File: config.mk
export PLATFORM = sky130hd
export DESIGN_NAME = alu_seq
export DESIGN_NICKNAME = d
export VERILOG_FILES = /design/src/rtl/alu_seq_pkg.sv /design/src/rtl/alu_seq_mul.sv /design/src/rtl/alu_seq.sv
export SDC_FILE = /design/constraint.sdc
export NUM_CORES = 1
export LEC_CHECK = 0
export CORE_ASPECT_RATIO = 1.4
export CORE_UTILIZATION = 50
export CTS_CLUSTER_DIAMETER = 80
export DETAILED_ROUTE_END_ITERATION = 8
export DONT_BUFFER_PORTS = 1
export PLACE_DENSITY = 0.68
export SETUP_SLACK_MARGIN = 0.2
export SLEW_MARGIN = 40
export SYNTH_ARGS = -nofsm -noshare
export SYNTH_HDL_FRONTEND = slang
export SYNTH_SLANG_ARGS = --single-unit
File: constraint.sdc
create_clock -name clk -period 4.15 [get_ports clk]
set_input_delay 0.6225 -clock clk [delete_from_list [all_inputs] [get_ports clk]]
set_output_delay 0.6225 -clock clk [all_outputs]
set_load 0.03 [all_outputs]
File: src/rtl/alu_seq_pkg.sv
// Shared opcode/state types and constants for the sequential ALU.
package alu_seq_pkg;

  typedef enum logic [3:0] {
    OP_ADD = 4'd0,
    OP_SUB = 4'd1,
    OP_AND = 4'd2,
    OP_OR  = 4'd3,
    OP_XOR = 4'd4,
    OP_NOR = 4'd5,
    OP_LLS = 4'd6,
    OP_LRS = 4'd7,
    OP_ASR = 4'd8,
    OP_ROL = 4'd9,
    OP_ROR = 4'd10,
    OP_MUL = 4'd11
  } opcode_e;

  typedef enum logic {
    ST_IDLE = 1'b0,
    ST_MUL  = 1'b1
  } state_e;

  // Bit n set means opcode n is reserved.
  localparam logic [15:0] RSVD_OP_MASK = 16'hF000;

endpackage

File: src/rtl/alu_seq_mul.sv
// Sequential shift-add multiplier: accumulator holds {partial, multiplier}
// and retires one multiplier bit per step.
module alu_seq_mul
  import alu_seq_pkg::*;
#(
  parameter int WIDTH = 8
) (
  input  logic               clk,
  input  logic               rst_n,
  input  logic               start_i,
  input  logic               step_i,
  input  logic [WIDTH-1:0]   mcand_i,
  input  logic [WIDTH-1:0]   mplier_i,
  output logic               last_o,
  output logic [2*WIDTH-1:0] prod_o
);

  localparam int SHW = $clog2(WIDTH);
  localparam logic [SHW-1:0] CNT_LAST = SHW'(WIDTH - 1);
  localparam logic [SHW-1:0] CNT_ONE  = SHW'(1);

  logic [WIDTH-1:0]   mcand_q, mcand_d;
  logic [2*WIDTH-1:0] acc_q, acc_d;
  logic [SHW-1:0]     cnt_q, cnt_d;
  logic [WIDTH:0]     psum_s;

  // Step datapath and next-state selection.
  always_comb begin
    psum_s  = {1'b0, acc_q[2*WIDTH-1:WIDTH]}
            + (acc_q[0] ? {1'b0, mcand_q} : {(WIDTH+1){1'b0}});
    prod_o  = {psum_s, acc_q[WIDTH-1:1]};
    mcand_d = mcand_q;
    acc_d   = acc_q;
    cnt_d   = cnt_q;
    if (start_i) begin
      mcand_d = mcand_i;
      acc_d   = {{WIDTH{1'b0}}, mplier_i};
      cnt_d   = {SHW{1'b0}};
    end else if (step_i) begin
      acc_d = prod_o;
      cnt_d = cnt_q + CNT_ONE;
    end else begin
      acc_d = acc_q;
    end
  end

  // Multiplier state registers.
  always_ff @(posedge clk or negedge rst_n) begin
    if (!rst_n) begin
      mcand_q <= {WIDTH{1'b0}};
      acc_q   <= {(2*WIDTH){1'b0}};
      cnt_q   <= {SHW{1'b0}};
    end else begin
      mcand_q <= mcand_d;
      acc_q   <= acc_d;
      cnt_q   <= cnt_d;
    end
  end

  assign last_o = (cnt_q == CNT_LAST);

endmodule

File: src/rtl/alu_seq.sv
// Sequential ALU: operand registers, single-cycle ops, multi-cycle MUL,
// registered result/flags qualified by a one-cycle done pulse.
module alu_seq
  import alu_seq_pkg::*;
#(
  parameter int WIDTH = 8
) (
  input  logic             clk,
  input  logic             rst_n,
  input  logic [WIDTH-1:0] din_i,
  input  logic             lda_i,
  input  logic             ldb_i,
  input  logic             start_i,
  input  logic [3:0]       control_i,
  output logic             busy_o,
  output logic             done_o,
  output logic [WIDTH-1:0] out_o,
  output logic             cout_o,
  output logic             zero_o,
  output logic             overflow_o,
  output logic             neg_o
);

  localparam int SHW = $clog2(WIDTH);

  state_e             state_q, state_d;
  logic [WIDTH-1:0]   a_q, b_q, out_q;
  logic               cout_q, zero_q, ovf_q, neg_q, done_q;
  logic [SHW-1:0]     amt_s;
  logic [SHW:0]       ramt_s;
  logic [WIDTH:0]     add_s, sub_s, lls_s, lrs_s, asr_s;
  logic [WIDTH-1:0]   alu_res_s, res_s;
  logic               alu_cout_s, alu_ovf_s, cout_s, ovf_s;
  logic               wr_s, mul_start_s, mul_step_s, mul_last_s;
  logic [2*WIDTH-1:0] mul_prod_s;

  // Single-cycle result and flags; shifts carry out the last bit lost.
  always_comb begin
    amt_s      = b_q[SHW-1:0];
    ramt_s     = (SHW+1)'(WIDTH) - {1'b0, amt_s};
    add_s      = {1'b0, a_q} + {1'b0, b_q};
    sub_s      = {1'b0, a_q} + {1'b0, ~b_q} + {{WIDTH{1'b0}}, 1'b1};
    lls_s      = {1'b0, a_q} << amt_s;
    lrs_s      = {a_q, 1'b0} >> amt_s;
    asr_s      = $unsigned($signed({a_q, 1'b0}) >>> amt_s);
    alu_res_s  = {WIDTH{1'b0}};
    alu_cout_s = 1'b0;
    alu_ovf_s  = 1'b0;
    if (RSVD_OP_MASK[control_i]) begin
      alu_res_s = {WIDTH{1'b0}};
    end else begin
      case (opcode_e'(control_i))
        OP_ADD: begin
          alu_res_s  = add_s[WIDTH-1:0];
          alu_cout_s = add_s[WIDTH];
          alu_ovf_s  = (a_q[WIDTH-1] == b_q[WIDTH-1]) && (add_s[WIDTH-1] != a_q[WIDTH-1]);
        end
        OP_SUB: begin
          alu_res_s  = sub_s[WIDTH-1:0];
          alu_cout_s = sub_s[WIDTH];
          alu_ovf_s  = (a_q[WIDTH-1] != b_q[WIDTH-1]) && (sub_s[WIDTH-1] != a_q[WIDTH-1]);
        end
        OP_AND: alu_res_s = a_q & b_q;
        OP_OR:  alu_res_s = a_q | b_q;
        OP_XOR: alu_res_s = a_q ^ b_q;
        OP_NOR: alu_res_s = ~(a_q | b_q);
        OP_LLS: begin
          alu_res_s  = lls_s[WIDTH-1:0];
          alu_cout_s = lls_s[WIDTH];
        end
        OP_LRS: begin
          alu_res_s  = lrs_s[WIDTH:1];
          alu_cout_s = lrs_s[0];
        end
        OP_ASR: begin
          alu_res_s  = asr_s[WIDTH:1];
          alu_cout_s = asr_s[0];
        end
        OP_ROL:  alu_res_s = (a_q << amt_s) | (a_q >> ramt_s);
        OP_ROR:  alu_res_s = (a_q >> amt_s) | (a_q << ramt_s);
        default: alu_res_s = {WIDTH{1'b0}};
      endcase
    end
  end

  // Control FSM: next state, multiplier handshakes and result write select.
  always_comb begin
    state_d     = state_q;
    mul_start_s = 1'b0;
    mul_step_s  = 1'b0;
    wr_s        = 1'b0;
    res_s       = alu_res_s;
    cout_s      = alu_cout_s;
    ovf_s       = alu_ovf_s;
    case (state_q)
      ST_IDLE: begin
        if (start_i && (control_i == OP_MUL)) begin
          mul_start_s = 1'b1;
          state_d     = ST_MUL;
        end else if (start_i) begin
          wr_s = 1'b1;
        end else begin
          state_d = ST_IDLE;
        end
      end
      ST_MUL: begin
        mul_step_s = 1'b1;
        if (mul_last_s) begin
          wr_s    = 1'b1;
          res_s   = mul_prod_s[WIDTH-1:0];
          cout_s  = |mul_prod_s[2*WIDTH-1:WIDTH];
          ovf_s   = 1'b0;
          state_d = ST_IDLE;
        end else begin
          state_d = ST_MUL;
        end
      end
      default: state_d = ST_IDLE;
    endcase
  end

  // State, operand and output registers; loads are dropped while multiplying.
  always_ff @(posedge clk or negedge rst_n) begin
    if (!rst_n) begin
      state_q <= ST_IDLE;
      a_q     <= {WIDTH{1'b0}};
      b_q     <= {WIDTH{1'b0}};
      out_q   <= {WIDTH{1'b0}};
      cout_q  <= 1'b0;
      zero_q  <= 1'b0;
      ovf_q   <= 1'b0;
      neg_q   <= 1'b0;
      done_q  <= 1'b0;
    end else begin
      state_q <= state_d;
      done_q  <= wr_s;
      if (state_q == ST_IDLE && lda_i) a_q <= din_i;
      if (state_q == ST_IDLE && ldb_i) b_q <= din_i;
      if (wr_s) begin
        out_q  <= res_s;
        cout_q <= cout_s;
        ovf_q  <= ovf_s;
        zero_q <= (res_s == {WIDTH{1'b0}});
        neg_q  <= res_s[WIDTH-1];
      end
    end
  end

  alu_seq_mul #(.WIDTH(WIDTH)) u_mul (
    .clk      (clk),
    .rst_n    (rst_n),
    .start_i  (mul_start_s),
    .step_i   (mul_step_s),
    .mcand_i  (a_q),
    .mplier_i (b_q),
    .last_o   (mul_last_s),
    .prod_o   (mul_prod_s)
  );

  assign busy_o     = (state_q == ST_MUL);
  assign done_o     = done_q;
  assign out_o      = out_q;
  assign cout_o     = cout_q;
  assign zero_o     = zero_q;
  assign overflow_o = ovf_q;
  assign neg_o      = neg_q;

endmodule

# ---- Word-level counts from Yosys, hierarchy flattened
# Memories as Yosys holds them, arrays and structs flattened.
# Index checks and enable logic that the tools add are counted.
dict set report word_totals {
  register_bits 57
  rom_bits 16
  input_bits 17
  out_inout_bits 14
  memories 1
}
# memory depth width read_ports rd_ports_with_merged_regs wr line_no
set memory_table {}
lappend memory_table {{(name not given)} 16 1 1 0 0 alu_seq.sv:49} ;# if (RSVD_OP_MASK[control_i]) begin
dict set report classes {
  addsub 6
  magnitude_cmp 1
  eq_ne 16
  shifts 7
  n_mux 27
  bitwise_logic 8
  reduce_logical 9
}
# cell n
set ops {}
lappend ops {{case mux 8 bit (11 select lines)} 1}
lappend ops {{2-to-1 mux 16 bit} 2}
lappend ops {{2-to-1 mux 8 bit} 4}
lappend ops {{OR 8 bit} 3}
lappend ops {{adder 8 x 8 -> 9 bit} 2}
lappend ops {{equality test 4 x 3 -> 1 bit, second input constant} 4}
lappend ops {{equality test 4 bit, second input constant} 4}
lappend ops {{NOT 8 bit} 2}
lappend ops {{2-to-1 mux 1 bit} 14}
lappend ops {{adder 8 x 9 -> 9 bit} 1}
lappend ops {{adder 9 x 1 -> 9 bit, second input constant} 1}
lappend ops {{<< shifter 8 x 3 -> 9 bit} 1}
lappend ops {{right shift 9 x 3 -> 9 bit} 1}
lappend ops {{>>> shifter 9 x 3 -> 9 bit} 1}
lappend ops {{bitwise AND 8 bit} 1}
lappend ops {{equality test 4 x 2 -> 1 bit, second input constant} 2}
lappend ops {{logical NOT 8 bit} 1}
lappend ops {{OR reduction 8 bit} 1}
lappend ops {{<< shifter 8 x 3 -> 8 bit} 1}
lappend ops {{<< shifter 8 x 4 -> 8 bit} 1}
lappend ops {{right shift 8 x 3 -> 8 bit} 1}
lappend ops {{right shift 8 x 4 -> 8 bit} 1}
lappend ops {{bitwise XOR 8 bit} 1}
lappend ops {{2-to-1 mux 3 bit} 2}
lappend ops {{other kinds (13)} 21}

# ---- Longest topological paths before layout
dict set report logic_depth {
  ltp_word 9
  mapped_depth 13
}

# ---- Modules after synthesis
# From an unflattened synthesis, not the netlist that was laid out.
dict set report unflattened {
  cells_unflattened 636
  hier_area_um2 5614.1
}
# module n_inst cells_each area_per_inst_um2
set by_module_without_submodules {}
lappend by_module_without_submodules {alu_seq 1 486 4050.1}
lappend by_module_without_submodules {alu_seq_mul 1 150 1564.0}

# ---- Worst setup path after synthesis
# Ideal clock, no wire load.
dict set report synth_timing {
  path_kind {reg-to-reg}
  startpoint {register b_q[2]}
  endpoint {register out_q[6], in the netlist out_o[6]}
  arrival_ns 2.692
  required_time_ns 4.025
  path_slack_ns 1.334
  stages_incl_launch_ff 13
  path_buffers 2
  period_less_slack_ns 2.816
  path_cell_list {dfrtp_1 buf_4 clkinv_1 ha_1 buf_2 nand3_1 a21boi_0 nor3_1 nand2_1 o21ai_0 a22o_1 o32a_1 mux2_2}
}
dict set report synth_between {
  elab_chain_len 7
  word_cells_on_any_way 18
  classes_between {add/sub: 4; shift: 7; mux: 4; bitwise: 3}
}
# item line_no
set synth_lines {}
lappend synth_lines {{from (decl)} alu_seq.sv:27} ;# logic [WIDTH-1:0] a_q, b_q, out_q;
lappend synth_lines {{from (signal assigned)} alu_seq.sv:127} ;# b_q <= {WIDTH{1'b0}};
lappend synth_lines {{from (signal assigned)} alu_seq.sv:138} ;# if (state_q == ST_IDLE && ldb_i) b_q <= din_i;
lappend synth_lines {{NOT 8 bit or subtractor 4 x 3 -> 4 bit (tied branches)} {alu_seq.sv:42, alu_seq.sv:40}}
lappend synth_lines {{adder 8 x 8 -> 9 bit (tied with other cells)} alu_seq.sv:42} ;# sub_s = {1'b0, a_q} + {1'b0, ~b_q} + {{WIDTH{1'b0}}, 1'b1};
lappend synth_lines {{adder 9 x 1 -> 9 bit (tied with other cells)} alu_seq.sv:42}
lappend synth_lines {{case mux 8 bit (11 select lines) (*)} alu_seq.sv:52} ;# case (opcode_e'(control_i))
lappend synth_lines {{2-to-1 mux 8 bit (*)} alu_seq.sv:49}
lappend synth_lines {{2-to-1 mux 8 bit} alu_seq.sv:108} ;# if (mul_last_s) begin
lappend synth_lines {{2-to-1 mux 8 bit (*)} alu_seq.sv:95} ;# case (state_q)
lappend synth_lines {{to (signal assigned)} alu_seq.sv:128} ;# out_q <= {WIDTH{1'b0}};
lappend synth_lines {{to (signal assigned)} alu_seq.sv:140} ;# out_q <= res_s;
lappend synth_lines {{to (decl)} alu_seq.sv:27}
# Every way passes the cells marked *; elsewhere a longest branch is shown, timed or not.
# A chain may end at the register's enable or synchronous reset.

# ---- Final worst setup path
dict set report layout_timing {
  startpoint {register a_q[7]}
  endpoint {register zero_q, in the netlist zero_o}
}
dict set report layout_between {
  elab_chain_len 7
  word_cells_on_any_way 21
  classes_between {add/sub: 3; shift: 7; mux: 4; bitwise: 6; reduce/logical: 1}
}
# item line_no
set layout_lines {}
lappend layout_lines {{from (decl)} alu_seq.sv:27}
lappend layout_lines {{from (signal assigned)} alu_seq.sv:126} ;# a_q <= {WIDTH{1'b0}};
lappend layout_lines {{from (signal assigned)} alu_seq.sv:137} ;# if (state_q == ST_IDLE && lda_i) a_q <= din_i;
lappend layout_lines {{adder 8 x 8 -> 9 bit (tied with other cells)} alu_seq.sv:42}
lappend layout_lines {{adder 9 x 1 -> 9 bit (tied with other cells)} alu_seq.sv:42}
lappend layout_lines {{case mux 8 bit (11 select lines) (*)} alu_seq.sv:52}
lappend layout_lines {{2-to-1 mux 8 bit (*)} alu_seq.sv:49}
lappend layout_lines {{2-to-1 mux 8 bit} alu_seq.sv:108}
lappend layout_lines {{2-to-1 mux 8 bit (*)} alu_seq.sv:95}
lappend layout_lines {{logical NOT 8 bit (*)} alu_seq.sv:143} ;# zero_q <= (res_s == {WIDTH{1'b0}});
lappend layout_lines {{to (signal assigned)} alu_seq.sv:143}
lappend layout_lines {{to (decl)} alu_seq.sv:28} ;# logic cout_q, zero_q, ovf_q, neg_q, done_q;
# Marks and branches as above.

==> impl_metrics.env <==
export IMPL_clkTransAtPathRegs_ps=70
export IMPL_antenna_found_initial=0
export IMPL_avgSynthCellArea_sq_um=8.237
export IMPL_ys_seq_area_share_pct=26.46
export IMPL_grt_pass1_vias=4959
export IMPL_critPathLaunchType="flip-flop"
export IMPL_fin_crit_ps=3758
export IMPL_outcome="completed"
export IMPL_nets=672
export IMPL_ys_seq_elements=56
export IMPL_worst_path_buf_inv=2
export IMPL_layout_common_cells="nand2_1 (93), o21ai_0 (62), dfrtp_1 (55)"
export IMPL_hp_class="primary input to asynchronous set/reset pin"
export IMPL_wl_mm=18.11
export IMPL_drive_gt1_share_pct=9.253
export IMPL_syn_inst=643
export IMPL_r2r_slack_ps=390
export IMPL_area_delta_synth_final_pct=4.205
export IMPL_path_cells="inv_1 -> ha_1 -> inv_1 -> nor2_1 -> o2111a_1 -> a2111oi_1 -> o311ai_0 -> a211oi_1 -> a31oi_1 -> o41ai_2"
export IMPL_r2r_end="zero_o"
export IMPL_cts_buffers=5
export IMPL_cp_slowest_stage_delay_ps=630
export IMPL_setup_viol_count_final=0
export IMPL_crit_path_max_fanout=14
export IMPL_grt_max_degree=57
export IMPL_core_area_sq_um=10350
export IMPL_worstSetupPathType="flip-flop to flip-flop"
export IMPL_synth_edf_count=0
export IMPL_max_vdd_ir_drop_mv=0.4010
export IMPL_dr_pass1_iters=7
export IMPL_cts_max_path_buffers=2
export IMPL_antenna_cells=0
export IMPL_ff2ff_path_depth=10
export IMPL_die_w_um=88.99
export IMPL_cp_required_ps=4350
export IMPL_grt_pass1_wl_mm=28.11
export IMPL_io_pins=31
export IMPL_grt_usage_pct=35.00
export IMPL_max_slew_worst_pin_slew_ps=795.2
export IMPL_fin_skew_ps=6.153
export IMPL_synth_cell_types=81
export IMPL_worstSkewPairLatency_ps=300
export IMPL_max_freq_mhz=266.1
export IMPL_layout_commonest_cell="nand2_1"
export IMPL_period_share_pct=90.55
export IMPL_port_buffers=0
export IMPL_syn_num_nets=700
export IMPL_rows=44
export IMPL_drcViolationCount=0
export IMPL_p_per_area_nw_per_um2=875.5
export IMPL_h_tree_depth=2
export IMPL_cpMostUsedCell="inv_1"
export IMPL_start_util_pct=51.17
export IMPL_rsz0062_at_grt="no"
export IMPL_die_h_um=123.8
export IMPL_clock_sinks=56
export IMPL_drv_slew=0
export IMPL_post_dp_hpwl_mm=13.62
export IMPL_die_area_sq_um=11010
export IMPL_vias_per_cell=6.516
export IMPL_cp_slowest_cell="dfrtp_2"
export IMPL_maxSlewHeadroom_pct=46.79
export IMPL_mappedNetlistArea_sq_um=5296
export IMPL_arrival_ps=3960
export IMPL_final_hold_viol_count=0
export IMPL_setup_slack_ps=392.1
export IMPL_tritoncts="built"
export IMPL_place_ws_ps=153.2
export IMPL_routed_via_count=4913
export IMPL_globalplace_congestion=0.9770
export IMPL_tns_ps=0
export IMPL_endpoint_kind="flip-flop"
export IMPL_clk_root_buffer_cell="clkbuf_16"
export IMPL_crit_family="compound AO/OA/AOI/OAI gates"
export IMPL_final_antenna_net_count=0
export IMPL_grt_overflow=0
export IMPL_ys_flop_type="dfrtp_1"
export IMPL_reg2reg_from="a_q[7]"
export IMPL_drv_cap=0
export IMPL_avgRoutedWirePerCell_um=24.02
export IMPL_async_reset_ff_share_pct=100.0
export IMPL_ys_warn_count=0
export IMPL_drtIter0Drc=396
export IMPL_p_leak_uw=0.002383
per-stage QoR:
step           util [%]  power, uW  hold slack [ps]  cells  cell area, sq um
4_1_cts           53.12       4755            4.648    753              5498
3_5_place_dp      51.23       4176            327.5    745              5303
6_report          53.32       4832            8.100    754              5519
2_1_floorplan         -       3358            326.9    643              5296
3_3_place_gp      51.15       4156            327.8    745              5294
5_1_grt           53.32       5118           0.6706    754              5519
final cells by class:
class	instances	area (sq um)
fillers	1040	4831
multi-input cells	511	3563
flip-flops and latches	56	1403
well taps	138	172.7
clock buffers	5	125.1
inverters	33	123.9
clock inverters	3	68.82
repair buffers	8	62.56
power by group:
group,internal (uW),leakage (uW),switching (uW)
clock,348,0.0000944,207
sequential,766,0.000720,431
combinational,1180,0.00157,1900
total,2290,0.00238,2540
worst register-to-register path, cell delays in order, from the launching register on:
cell and delay [ps]:
dfrtp_2 630, inv_1 270, ha_1 450, inv_1 160
nor2_1 60, o2111a_1 230, a2111oi_1 590, o311ai_0 290
a211oi_1 410, a31oi_1 220, o41ai_2 350
per-layer routing:
| metal | vias up | wire [um] | track usage, % |
|---|---|---|---|
| met4 | 0 | 1149 | 20.14 |
| met5 | - | 0 | 0 |
| li1 | 2256 | - | - |
| met3 | 70 | 764 | 4.705 |
| met2 | 184 | 9206 | 62.07 |
| met1 | 2403 | 6988 | 39.75 |
cell usage after synthesis (4+ instances only):
library cell,count,share of area (%)
o21bai_1,4,0.57
a32oi_1,4,0.66
o211ai_1,4,0.57
buf_2,12,1.1
a211oi_1,4,0.57
nor2b_1,13,1.5
o22ai_1,5,0.59
mux2_2,14,3.0
nor3_1,8,0.76
nor4_1,6,0.71
a21oi_1,38,3.6
nand2b_1,8,0.94
o31ai_1,4,0.57
o21ai_0,62,5.9
nand2_1,93,6.6
a31oi_1,7,0.83
ha_1,37,8.7
or3_1,4,0.47
mux2_4,4,1.1
mux4_2,5,2.1
xor2_1,6,0.99
dfrtp_1,56,26
xnor2_1,10,1.7
and2_1,13,1.5
clkbuf_1,22,1.6
mux2i_1,23,4.3
nor2_1,36,2.6
nand3_1,18,1.7
a221oi_1,7,1.2
o21ai_1,4,0.38
a21o_1,5,0.71
inv_1,29,2.1
timing repair:
action | in CTS | in global routing
setup buffers | 0 | 0
setup endpoints to repair | 1 | 1
gates resized for setup | 1 | 1
hold buffers | 0 | 1
hold endpoints to repair | 0 | 9
cells by family after synthesis:
family	after synthesis	share of synthesized area, %
simple gates	218	19.80
compound gates	189	23.20
buf+inv	76	6.638
flops	56	26.46
mux	47	11.08
fa+ha+maj	40	9.875
xor+xnor	17	2.953
state kept, by name, indices dropped and copies added, names as in the netlist:
signal         count
a_q                8
out_o              8
zero_o             1
done_o             1
busy_o             1
u_mul.acc_q       16
u_mul.cnt_q        3
b_q                8
u_mul.mcand_q      8
cout_o             1
overflow_o         1
how the worst max path moves through the flow:
stage	from	endpoint	slack [ps]	depth (start not counted)
global route	a_q[7]	zero_o	290	10
global placement	a_q[7]	zero_o	170	10
floorplan	b_q[2]	out_o[6]	1330	12
CTS	a_q[7]	zero_o	420	10
detailed placement	a_q[7]	zero_o	150	10
finish	a_q[7]	zero_o	390	10
Note: power is estimated with default switching activity, not from simulation.
